### src/rtl/step_pkg.sv
// Shared types and helpers for the step-pulse position tracker.
package step_pkg;

  typedef enum logic [1:0] {
    IDLE  = 2'b00,
    TRACK = 2'b01,
    DONE  = 2'b10
  } state_e;

  typedef enum logic [1:0] {
    FLT_NONE  = 2'b00,
    FLT_BOTH  = 2'b01,
    FLT_OVF   = 2'b10,
    FLT_STALL = 2'b11
  } fault_e;

  // Saturation limits of a w-bit two's complement position.
  function automatic logic signed [31:0] pos_max(input int unsigned w);
    return (32'sd1 <<< (w - 1)) - 32'sd1;
  endfunction

  function automatic logic signed [31:0] pos_min(input int unsigned w);
    return -(32'sd1 <<< (w - 1));
  endfunction

  // When several faults land in one cycle the lowest code is recorded.
  function automatic fault_e fault_sel(input logic both, input logic ovf, input logic stall);
    if (both)       return FLT_BOTH;
    else if (ovf)   return FLT_OVF;
    else if (stall) return FLT_STALL;
    else            return FLT_NONE;
  endfunction

endpackage

### src/rtl/step_axis_decoder.sv
// One axis: pulse synchronisers, rising-edge detect and saturating signed position.
module step_axis_decoder
  import step_pkg::*;
#(
  parameter int unsigned W           = 16,
  parameter int unsigned SYNC_STAGES = 2
) (
  input  logic                clk_i,
  input  logic                rst_ni,
  input  logic                clr_i,
  input  logic                en_i,
  input  logic                acc_i,
  input  logic                dec_i,
  output logic signed [W-1:0] pos_o,
  output logic                step_o,
  output logic                both_o,
  output logic                ovf_o
);

  localparam logic signed [W-1:0] POS_MAX = W'(pos_max(W));
  localparam logic signed [W-1:0] POS_MIN = W'(pos_min(W));
  localparam logic signed [W-1:0] ONE     = W'(1);

  logic [SYNC_STAGES-1:0] acc_sync_q, dec_sync_q;
  logic                   acc_prev_q, dec_prev_q;
  logic signed [W-1:0]    pos_q, pos_d;
  logic                   acc_rise, dec_rise;

  // Edge history keeps running while disabled so stale levels never fire later.
  always_ff @(posedge clk_i) begin
    if (!rst_ni) begin
      acc_sync_q <= '0;
      dec_sync_q <= '0;
      acc_prev_q <= 1'b0;
      dec_prev_q <= 1'b0;
      pos_q      <= '0;
    end else begin
      acc_sync_q <= {acc_sync_q[SYNC_STAGES-2:0], acc_i};
      dec_sync_q <= {dec_sync_q[SYNC_STAGES-2:0], dec_i};
      acc_prev_q <= acc_sync_q[SYNC_STAGES-1];
      dec_prev_q <= dec_sync_q[SYNC_STAGES-1];
      pos_q      <= pos_d;
    end
  end

  assign acc_rise = acc_sync_q[SYNC_STAGES-1] & ~acc_prev_q;
  assign dec_rise = dec_sync_q[SYNC_STAGES-1] & ~dec_prev_q;

  always_comb begin
    pos_d  = pos_q;
    step_o = 1'b0;
    both_o = 1'b0;
    ovf_o  = 1'b0;
    if (clr_i) begin
      pos_d = '0;
    end else if (en_i) begin
      if (acc_rise && dec_rise) begin
        both_o = 1'b1;
      end else if (acc_rise) begin
        step_o = 1'b1;
        if (pos_q == POS_MAX) ovf_o = 1'b1;
        else                  pos_d = pos_q + ONE;
      end else if (dec_rise) begin
        step_o = 1'b1;
        if (pos_q == POS_MIN) ovf_o = 1'b1;
        else                  pos_d = pos_q - ONE;
      end
    end
  end

  assign pos_o = pos_q;

endmodule

### src/rtl/step_pos_tracker.sv
// Receive-side step decoder: tracks X/Y position and step count, flags arrival and faults.
module step_pos_tracker
  import step_pkg::*;
#(
  parameter int unsigned W           = 16,
  parameter int unsigned SYNC_STAGES = 2,
  parameter int unsigned TIMEOUT     = 1000000
) (
  input  logic                sys_clk,
  input  logic                sys_rst_l,
  input  logic                X_acc,
  input  logic                X_dec,
  input  logic                Y_acc,
  input  logic                Y_dec,
  input  logic signed [W-1:0] Xe,
  input  logic signed [W-1:0] Ye,
  input  logic                start_H,
  output logic signed [W-1:0] X_pos,
  output logic signed [W-1:0] Y_pos,
  output logic [W:0]          step_cnt,
  output logic                arrive_H,
  output logic                fault_H,
  output logic [1:0]          fault_code
);

  localparam int unsigned CW  = W + 1;
  localparam int unsigned TCW = (TIMEOUT < 2) ? 1 : $clog2(TIMEOUT + 1);

  state_e              state_q, state_d;
  logic signed [W-1:0] xe_q, xe_d, ye_q, ye_d;
  logic [CW-1:0]       cnt_q, cnt_d;
  logic [TCW-1:0]      tmo_q, tmo_d;
  logic                arrive_q, arrive_d;
  logic                fault_q, fault_d;
  fault_e              code_q, code_d;
  fault_e              cand;

  logic x_step, x_both, x_ovf, y_step, y_both, y_ovf;
  logic any_edge, stall, overshoot, track_en;

  assign track_en = (state_q != IDLE);

  step_axis_decoder #(.W(W), .SYNC_STAGES(SYNC_STAGES)) u_x (
    .clk_i (sys_clk), .rst_ni (sys_rst_l), .clr_i (start_H), .en_i (track_en),
    .acc_i (X_acc), .dec_i (X_dec), .pos_o (X_pos),
    .step_o (x_step), .both_o (x_both), .ovf_o (x_ovf)
  );

  step_axis_decoder #(.W(W), .SYNC_STAGES(SYNC_STAGES)) u_y (
    .clk_i (sys_clk), .rst_ni (sys_rst_l), .clr_i (start_H), .en_i (track_en),
    .acc_i (Y_acc), .dec_i (Y_dec), .pos_o (Y_pos),
    .step_o (y_step), .both_o (y_both), .ovf_o (y_ovf)
  );

  assign any_edge = x_step | x_both | y_step | y_both;

  always_ff @(posedge sys_clk) begin
    if (!sys_rst_l) begin
      state_q  <= IDLE;
      xe_q     <= '0;
      ye_q     <= '0;
      cnt_q    <= '0;
      tmo_q    <= '0;
      arrive_q <= 1'b0;
      fault_q  <= 1'b0;
      code_q   <= FLT_NONE;
    end else begin
      state_q  <= state_d;
      xe_q     <= xe_d;
      ye_q     <= ye_d;
      cnt_q    <= cnt_d;
      tmo_q    <= tmo_d;
      arrive_q <= arrive_d;
      fault_q  <= fault_d;
      code_q   <= code_d;
    end
  end

  always_comb begin
    state_d   = state_q;
    xe_d      = xe_q;
    ye_d      = ye_q;
    cnt_d     = cnt_q;
    tmo_d     = tmo_q;
    arrive_d  = arrive_q;
    fault_d   = fault_q;
    code_d    = code_q;
    stall     = 1'b0;
    overshoot = 1'b0;
    cand      = FLT_NONE;
    if (start_H) begin
      state_d  = TRACK;
      xe_d     = Xe;
      ye_d     = Ye;
      cnt_d    = '0;
      tmo_d    = '0;
      arrive_d = 1'b0;
      fault_d  = 1'b0;
      code_d   = FLT_NONE;
    end else begin
      cnt_d = cnt_q + CW'(x_step) + CW'(y_step);
      case (state_q)
        TRACK: begin
          // Counter parks at TIMEOUT so the stall fault fires exactly once.
          if (any_edge) begin
            tmo_d = '0;
          end else if (TIMEOUT != 0 && tmo_q != TCW'(TIMEOUT)) begin
            tmo_d = tmo_q + TCW'(1);
            stall = (tmo_q == TCW'(TIMEOUT - 1));
          end
          if (X_pos == xe_q && Y_pos == ye_q) begin
            state_d  = DONE;
            arrive_d = 1'b1;
          end
        end
        DONE: begin
          if (any_edge) begin
            arrive_d  = 1'b0;
            overshoot = 1'b1;
          end
        end
        default: ;
      endcase
      cand = fault_sel(x_both | y_both, x_ovf | y_ovf | overshoot, stall);
      if (!fault_q && cand != FLT_NONE) begin
        fault_d = 1'b1;
        code_d  = cand;
      end
    end
  end

  assign step_cnt   = cnt_q;
  assign arrive_H   = arrive_q;
  assign fault_H    = fault_q;
  assign fault_code = code_q;

endmodule

### config.mk
export PLATFORM = sky130hd
export DESIGN_NAME = step_pos_tracker
export DESIGN_NICKNAME = d
export VERILOG_FILES = /design/src/rtl/step_pkg.sv /design/src/rtl/step_axis_decoder.sv /design/src/rtl/step_pos_tracker.sv
export SDC_FILE = /design/constraint.sdc
export NUM_CORES = 1
export LEC_CHECK = 0
export BUFFER_PORTS_ARGS = -buffer_cell sky130_fd_sc_hd__buf_2
export CAP_MARGIN = 40
export CELL_PAD_IN_SITES_DETAIL_PLACEMENT = 0
export CELL_PAD_IN_SITES_GLOBAL_PLACEMENT = 1
export CORE_ASPECT_RATIO = 0.8
export CORE_UTILIZATION = 40
export CTS_CLUSTER_SIZE = 24
export DETAILED_ROUTE_END_ITERATION = 8
export GPL_ROUTABILITY_DRIVEN = 0
export PLACE_DENSITY_LB_ADDON = 0.1
export SLEW_MARGIN = 5
export SYNTH_ARGS = -nofsm -noshare
export SYNTH_HDL_FRONTEND = slang
export SYNTH_SLANG_ARGS = --single-unit
### constraint.sdc
create_clock -name sys_clk -period 2.8 [get_ports sys_clk]
set_input_delay 0.28 -clock sys_clk [delete_from_list [all_inputs] [get_ports sys_clk]]
set_output_delay 0.28 -clock sys_clk [all_outputs]
set_load 0.01 [all_outputs]
; ---- After elaboration in Yosys (flattened, before gate mapping)
; Cells that the tools add are included.
[totals]
ff_bits = 119
output_inout_bits = 53
elab_cells = 136
[classes]
n_addsub = 7
eq_ne = 16
n_mux = 57
n_bitwise = 17
reduce_logical = 20
[op_table]
columns = operator, n
row1 = 16-bit two-way mux, 8
row2 = 16-bit equality test (second input constant), 4
row3 = 1-bit two-way mux, 42
row4 = 20-bit two-way mux, 2
row5 = 17-bit by 1-bit adder with 17-bit output, 2
row6 = 16-bit by 2-bit adder with 16-bit output (second input constant), 2
row7 = 16-bit equality test, 2
row8 = 16-bit by 2-bit subtractor with 16-bit output (second input constant), 2
row9 = 20-bit by 1-bit adder with 20-bit output (second input constant), 1
row10 = 20-bit equality test (second input constant), 1
row11 = 20-bit != test (second input constant), 1
row12 = 2-bit nonzero test, 8
row13 = 5-bit AND reduction, 2
row14 = 2-bit two-way mux, 4
row15 = 2-bit != test (second input constant), 4
row16 = 1-bit NOT, 7
row17 = 1-bit OR, 6
row18 = 2-bit AND reduction, 3
row19 = 1-bit AND, 4
row20 = 1-bit logical AND, 4
row21 = 2-bit by 1-bit != test with 1-bit output (second input constant), 2
row22 = 3-bit AND reduction, 1
row23 = 2-bit by 1-bit equality test with 1-bit output (second input constant), 1
row24 = 2-bit equality test (second input constant), 1
row25 = 3 further kinds, 3

; ---- Logic depth before layout (Yosys ltp)
; Gate-level depths: netlist of the first run.
[logic_depth]
ltp_word = 19
ltp_mapped = 11
ltp_nobuf = 10

; ---- Cells and area by module
; Synthesis of the first run repeated with hierarchy kept, for this count alone.
[hier_totals]
hier_cells = 769
hier_area_um2 = 6820.3
[modules_own_cells]
columns = mod, instances, cells_per_inst, area_each_um2
row1 = step_pos_tracker, 1, 366, 3479.6
row2 = step_axis_decoder (u_y), 1, 205, 1702.9
row3 = step_axis_decoder (u_x), 1, 198, 1637.8

; ---- Worst setup path before layout of the first run
; Ideal clock, no wire load.
[synth_path]
path_type = reg2reg
startpoint = register u_y.acc_prev_q
endpoint = register cnt_q[6] (netlist: step_cnt[6])
arrival_ps = 2539
setup_slack_ps = 133
path_stages_with_launch = 12
n_path_buf = 1
period_less_slack_ps = 2667
path_cell_list = dfxtp_1 > nand2b_1 > inv_1 > ha_1 > and2_1 > fa_1 > ha_1 > and2_1 > clkbuf_1 > nand4_1 > xor2_1 > nor2_1
[synth_via]
elab_chain_cells = 7
[synth_lines]
columns = element, line_no
row1 = start: declaration, step_axis_decoder.sv:25  ; logic acc_prev_q, dec_prev_q;
row2 = start signal: assignment, step_axis_decoder.sv:40  ; acc_prev_q <= acc_sync_q[SYNC_STAGES-1];
row3 = 1-bit NOT *, step_axis_decoder.sv:46  ; assign acc_rise = acc_sync_q[SYNC_STAGES-1] & ~acc_prev_q;
row4 = 1-bit AND *, step_axis_decoder.sv:46
row5 = 1-bit two-way mux or 1-bit logical AND (tied branches), "step_axis_decoder.sv:59, step_axis_decoder.sv:57"
row6 = 1-bit two-way mux *, step_axis_decoder.sv:57  ; if (acc_rise && dec_rise) begin
row7 = 1-bit two-way mux *, step_axis_decoder.sv:56  ; end else if (en_i) begin
row8 = 1-bit two-way mux *, step_axis_decoder.sv:54  ; if (clr_i) begin
row9 = 17-bit by 1-bit adder with 17-bit output *, step_pos_tracker.sv:101  ; cnt_d = cnt_q + CW'(x_step) + CW'(y_step);
row10 = end signal: assignment, step_pos_tracker.sv:71  ; cnt_q <= cnt_d;
row11 = end: declaration, step_pos_tracker.sv:31  ; logic [CW-1:0] cnt_q, cnt_d;
; Every way passes the cells marked *; elsewhere a longest branch is shown, timed or not.
; A chain may end at the register's enable or synchronous reset.

; ---- Worst setup path in the final report of the first run
; Same ends and word-level chain as after synthesis.

==> summary.md, run 1 <==
| Metric | Value |
|---|---|
| Core box area | `0.01575 mm2` |
| Antenna violations before repair | `0` |
| Yosys top cell by area | `dfxtp_1` |
| Synth area leaders | `dfxtp_1 (37%), mux2i_1 (8.4%), xor2_1 (7.6%)` |
| Pwr dens | `567.5 mW/mm2` |
| Post-Synth Adder-Cell Area | `0.07326` |
| GRT overflow | `0` |
| Synth Area in Compound Gates | `0.1008` |
| Internal | `3.309 mW` |
| Clk_skew | `9.768 ps` |
| Routed wire length | `16,140 um` |
| Min cycle time layout | `2630 ps` |
| H-tree levels | `4` |
| Synth Area in XOR/XNOR | `0.1221` |
| Hold Vio Cnt, Final | `0` |
| Fraction of registers with async set/reset | `0` |
| TNS Setup | `0 ps` |
| Yosys Warn Count | `0` |
| Hold Crit Class | `input port to flop` |
| Number of synthesized flops with an enable pin | `0` |
| Post-Syn Area per Cell | `9.017 um2` |
| Final setup fails | `0` |
| Synth Net Count | `791` |
| Initial DRC count | `262` |
| Root buffer cell | `clkbuf_16` |
| Status | `completed` |
| GRT Total Usage | `0.2086` |
| Crit Path Max Fanout | `17` |
| Critical path endpoint category | `flop` |
| Data arrival time of the critical path | `2920 ps` |
| Area of the mapped netlist | `0.006456 mm2` |
| CTS buffer count | `17` |
| Max-cap violations | `0` |
| I/O Pins | `92` |
| Unrepaired setup endpoints after global routing | `false` |
| DRC viols | `0` |
| Post-layout util | `0.5031` |
| Slew Viols, Final | `0` |
| Setup CP Type | `flop to flop` |
| Final worst path period share | `0.9394` |
| FF-to-FF path depth | `11` |
| Top cell type's share of synthesized area | `0.3690` |
| Chip Width | `144.0 um` |
| Largest net degree at the start of global routing | `46` |
| Vias in the first global route | `5,091` |
| Max-Slew Margin vs Limit | `0.4755` |
| Layout area overhead | `22.73%` |
| Post-Synth Simple-Gate Area | `0.2258` |
| Clock sink count | `119` |
| Req. time, crit path | `3090 ps` |
| Register clock-pin slew on the reported worst setup and hold paths | `60 ps` |
| Number of diodes | `0` |
| Flops & latches, synth | `119` |
| Clk_lat worst skew | `420 ps` |
| Part of the power in registers | `0.396` |
| Largest family of logic cells by synthesized area | `simple AND/OR/NAND/NOR gates` |
| Vias post-DR | `5,380` |
| Initial Utilization | `0.4099` |
| Post-synthesis mux area share | `0.08372` |
| Height of the die | `115.6 um` |
| Via density | `5.090` |
| Count leader, synth | `dfxtp_1` |
| Drt pass-1 iters | `5` |
| CTS tree | `built` |
| Share of layout cells above drive strength 1 | `0.1971` |
| First-pass GRT wire length | `26,510 um` |
| Psw | `1.188 mW` |
| CP Launch Type | `flop` |
| Sw Share | `0.2641` |
| Maximum vdd drop | `0.3859 mV` |
| Row count | `41` |
| Deepest clock path buffer count | `2` |
| Clock power share | `0.493` |
| DRT antenna net count | `0` |
| Comb pwr share | `0.111` |
| Leak | `3.471 nW` |
| Cells after Synth | `716` |
| Final nets | `904` |
| PortBufs | `91` |
| Max Freq | `380.2 MHz` |
| Full die area | `0.01666 mm2` |
| Synth cell count leaders | `dfxtp_1 (119), nor2_1 (84), xor2_1 (56)` |
| Hold Crit Depth | `2` |
| WL/cell | `15.27 um` |
| HPWL after detailed placement | `11,980 um` |
| Post-synthesis sequential area ratio | `0.3690` |
| Yosys cell types | `60` |
| Primary FF master, synth | `dfxtp_1` |
| Post-CTS Hold Buffers | `0` |
| Worst-margin pin slew | `785.2 ps` |
==> power by group through the flow <==
stage | Combinational, mW | Sequential (mW) | Clock (mW)
floorplan | 0.351 | 1.81 | 0
global placement | 0.486 | 1.82 | 0
detailed placement | 0.490 | 1.82 | 0
CTS | 0.494 | 1.78 | 2.26
global route | 0.554 | 1.79 | 2.35
finish | 0.500 | 1.78 | 2.22
==> cells by family after synthesis <==
kind of cell | count (synthesis)
and+or+nand+nor | 277
adders and majority gates | 36
muxes | 54
AOI/OAI and AO/OA | 98
xor gates and xnor gates | 90
DFF | 119
buffers and inverters | 42
==> repair_timing <==
action	in CTS	in global routing
setup buffers	0	0
setup endpoints to repair	0	5
resized for setup	0	7
==> final cells by class <==
cell class                      instances  area (um2)
Multi-Input combinational cell        555        3935
Tap cell                              215       269.0
Timing Repair Buffer                  119       678.2
Clock buffer                           17       425.4
Fill cell                            1542        7825
Inverter                               17       63.81
Sequential cell                       119        2382
Clock inverter                         15       170.2
==> cells in the final DEF, fill, tap and decap left out, types with 5 or more instances in the layout <==
cell	instances
a21o_1	9
nor4_1	12
nand4_1	15
ha_1	33
nand3_1	19
mux2i_1	54
or3_1	12
nor3_1	9
nor2b_1	38
buf_2	91
nor2_1	84
nand2_1	34
inv_1	17
and3_1	8
and2_1	19
buf_4	27
a211oi_1	8
clkinvlp_4	5
clkbuf_16	17
nand2b_1	7
xnor2_1	34
o21ai_0	13
xor2_1	56
a21oi_1	32
inv_6	5
o21ai_1	5
dfxtp_1	119
==> sequential cells by signal, indices dropped and copies added, names as in the netlist, 16 cells and up <==
register and cells:
u_y.pos_o 16, u_x.pos_o 16, xe_q 16, ye_q 16, step_cnt 17, tmo_q 20
==> final timing paths <==
| kind | startpoint | end | slack (ps) |
|---|---|---|---|
| hold / removal | Y_acc | u_y.acc_sync_q[0] | 60 |
| setup reg to reg | u_y.acc_prev_q | step_cnt[6] | 170 |
| setup / recovery | u_y.acc_prev_q | step_cnt[6] | 170 |
| hold reg to reg | u_y.acc_sync_q[0] | u_y.acc_sync_q[1] | 440 |
==> worst max-delay path, stage by stage (launching register included) <==
cell	delay, ps
dfxtp_1	310
nand2b_1	140
buf_12	160
inv_1	70
ha_1	350
and2_1	170
fa_1	430
ha_1	230
and2_1	260
nand4_1	150
xor2_1	160
nor2_1	50
==> layer usage <==
metal / share of wire / vias to the layer above / track usage
met2: 0.43 / 106 / 0.3147
met5: 0 / - / 0
met4: 0.012 / 0 / 0.06312
met1: 0.52 / 2523 / 0.2944
li1: - / 2732 / -
met3: 0.037 / 19 / 0.04835
==> through the flow <==
step	setup WS [ps]	instances	hold slack [ps]	cell area (um2)	total power, mW
after floorplan	133.0	716	407.3	6456	2.163
after global placement	209.4	1025	419.5	7306	2.303
after detailed placement	147.4	1025	421.5	7306	2.308
after CTS	115.9	1057	55.34	7901	4.539
after global routing	27.38	1057	55.22	7924	4.688
final	169.5	1057	62.69	7924	4.497
Power figures use the tool's default switching activity.
==> run 2: changes to the inputs <==
--- a/config.mk
+++ b/config.mk
@@ -10,10 +10,9 @@
 export CELL_PAD_IN_SITES_DETAIL_PLACEMENT = 0
 export CELL_PAD_IN_SITES_GLOBAL_PLACEMENT = 1
 export CORE_ASPECT_RATIO = 0.8
-export CORE_UTILIZATION = 40
+export CORE_UTILIZATION = 30
 export CTS_CLUSTER_SIZE = 24
 export DETAILED_ROUTE_END_ITERATION = 8
-export GPL_ROUTABILITY_DRIVEN = 0
 export PLACE_DENSITY_LB_ADDON = 0.1
 export SLEW_MARGIN = 5
 export SYNTH_ARGS = -nofsm -noshare
==> summary.md, run 2 (synthesized netlist as in run 1, its figures left out) <==
| Metric | Value |
|---|---|
| Max-cap violations | `0 (unchanged)` |
| HPWL after detailed placement | `13,180 um (+10%)` |
| Drt pass-1 iters | `6 (+1)` |
| Pre-CTS setup slack | `55.43 ps (-91.94 ps)` |
| WL/cell | `16.03 um (+5.0%)` |
| Hold Crit Depth | `2 (unchanged)` |
| H-tree levels | `4 (unchanged)` |
| Hold Startpoint | `X_acc` |
| Hold Vio Cnt, Final | `0 (unchanged)` |
| Vias post-DR | `5,303 (-1.4%)` |
| Max FFs per register | `20 (unchanged)` |
| DRC viols | `3 (+3)` |
| Critical Path Sink | `u_x.pos_o[15]` |
| Clk_lat worst skew | `420 ps (about the same)` |
| Largest net degree at the start of global routing | `46 (unchanged)` |
| Cell Count, Final, Fillers Out | `1,103 (+4.4%)` |
| Number of diodes | `0 (unchanged)` |
| GRT overflow | `0 (unchanged)` |
| DRT antenna net count | `0 (unchanged)` |
| PortBufs | `91 (unchanged)` |
| Layout area overhead | `23.12%` |
| Routed wire length | `17,690 um (+9.6%)` |
| Crit path launch | `u_x.acc_prev_q` |
| Dpl cells | `1,070 (+4.4%)` |
| Register clock-pin slew on the reported worst setup and hold paths | `60 ps (about the same)` |
| Crit Path Max Fanout | `17 (unchanged)` |
| FF/Latch Area | `0.002382 mm2 (unchanged)` |
| Commonest non-fill, non-tap cells in the layout | `dfxtp_1 (119), buf_2 (91), nor2_1 (84)` |
| # fillers | `2,146 (+39%)` |
| Reg-to-reg slack, setup | `150 ps (-20 ps)` |
| Setup CP Type | `flop to flop` |
| Leak | `3.441 nW (-0.85%)` |
| Multi-input gate area | `0.003951 mm2 (+0.41%)` |
| Worst Slack Setup Final | `153.1 ps (-16.43 ps)` |
| Max-Slew Margin vs Limit | `0.4544 (-0.02103)` |
| Share of layout cells above drive strength 1 | `0.1930 (-0.004104)` |
| Root buffer cell | `clkbuf_16` |
| Biggest register | `tmo_q` |
| GRT Total Usage | `0.1653 (-0.04329)` |
| Core box area | `0.02088 mm2 (+33%)` |
| Cells along the critical path | `nand2b_1 > buf_12 > ha_1 > o21ai_1 > a21boi_1 > nor4b_2 > a21boi_2 > or3_1 > and3_1 > mux2i_1` |
| Via density | `4.808 (-5.5%)` |
| Hold Crit Class | `input port to flop` |
| Reg-to-reg endpoint | `u_x.pos_o[15]` |
| Clock sink count | `119 (unchanged)` |
| Commonest non-fill, non-tap cell in the layout | `dfxtp_1` |
| Final setup fails | `0 (unchanged)` |
| CP max stage delay | `430 ps (about the same)` |
| Row count | `47 (+15%)` |
| Full die area | `0.02211 mm2 (+33%)` |
| Chip Width | `166.0 um (+15%)` |
| First-pass GRT wire length | `28,390 um (+7.1%)` |
| Antenna violations before repair | `0 (unchanged)` |
| Critical path endpoint category | `flop` |
| Height of the die | `133.2 um (+15%)` |
| Min cycle time layout | `2647 ps (+16.43 ps)` |
| Worst-margin pin slew | `816.7 ps (+31.47 ps)` |
| Max Freq | `377.8 MHz (-0.62%)` |
| Pwr dens | `554.4 mW/mm2 (-2.3%)` |
| Post-CTS Hold Buffers | `0 (unchanged)` |
| Req. time, crit path | `3100 ps (about the same)` |
| CP max stage cell | `nor4b_2` |
| Data arrival time of the critical path | `2950 ps (+30 ps)` |
| Violated checks | `design-rule violations` |
| Deepest clock path buffer count | `2 (unchanged)` |
| Initial DRC count | `247 (-5.7%)` |
| Slew Viols, Final | `0 (unchanged)` |
| CP Launch Type | `flop` |
| Maximum vdd drop | `0.2935 mV (-24%)` |
| Status | `finished with violations` |
| Global placer's final weighted congestion | `0.8476` |
| Initial Utilization | `0.3093 (-0.1007)` |
| I/O Pins | `92 (unchanged)` |
| CTS tree | `built` |
| Final worst path period share | `0.9453 (+0.005866)` |
| Total Power | `4.407 mW (-2.0%)` |
| Clk_skew | `13.37 ps (+3.606 ps)` |
| Final nets | `896 (-0.88%)` |
| CTS buffer count | `17 (unchanged)` |
| Vias in the first global route | `5,231 (+2.7%)` |
| Worst r2r src | `u_x.acc_prev_q` |
| FF-to-FF path depth | `10 (-1)` |
-- run 2: metal layers --
layer	up-vias	track usage	wire length (um)
met2	74	0.2459	7564
met3	11	0.03773	559
met1	2497	0.2336	9396
met4	0	0.05659	165
met5	-	0	0
li1	2721	-	-
-- run 2: how the worst min path moves through the flow --
stage,slack (ps),endpoint
3_3_place_gp,420,u_x.acc_sync_q[1]
4_1_cts,40,u_x.acc_sync_q[0]
6_report,60,u_x.acc_sync_q[0]
2_1_floorplan,410,u_x.acc_sync_q[0]
5_1_grt,50,u_x.acc_sync_q[0]
3_5_place_dp,420,u_x.acc_sync_q[1]
-- run 2: critical path: cells and delay by family, from the launching register on --
kind                     cells  cell delay, ps
multiplexers                 1             110
adder cells (fa/ha/maj)      1             330
AND/OR/NAND/NOR              4            1120
buffers and inverters        1             170
flip-flops                   1             290
AO/OA/AOI/OAI                3             490
-- run 2: where the power goes --
part	leakage [nW]	internal (mW)	switching, mW
sequential	0.968	1.74	0.0437
clock	0.268	1.24	0.880
combinational	2.21	0.240	0.267
total	3.44	3.22	1.19
-- run 2: what timing repair did --
action	CTS	global route
buffers inserted	0	1
gates resized for setup	2	9
pin swaps	0	1
endpoints found under the setup margin	1	10
-- run 2: final cells by class --
cell class                      instances  share of cell area
Clock buffer                           17             0.05352
Multi-Input combinational cell        555              0.4971
Clock inverter                         15             0.01810
Inverter                               17            0.008028
Sequential cell                       119              0.2997
Timing Repair Buffer                  111             0.08122
Tap cell                              269             0.04234
-- run 2: through the flow --
| stage | setup TNS, ps | util | cell area, um2 | hold WS [ps] |
|---|---|---|---|---|
| 2_1_floorplan | 0 | - | 6456 | 407.3 |
| 3_3_place_gp | 0 | 0.3492 | 7291 | 418.0 |
| 3_5_place_dp | 0 | 0.3513 | 7333 | 416.9 |
| 4_1_cts | 0 | 0.3788 | 7908 | 41.97 |
| 5_1_grt | -1.249 | 0.3808 | 7949 | 51.67 |
| 6_report | 0 | 0.3808 | 7949 | 61.67 |
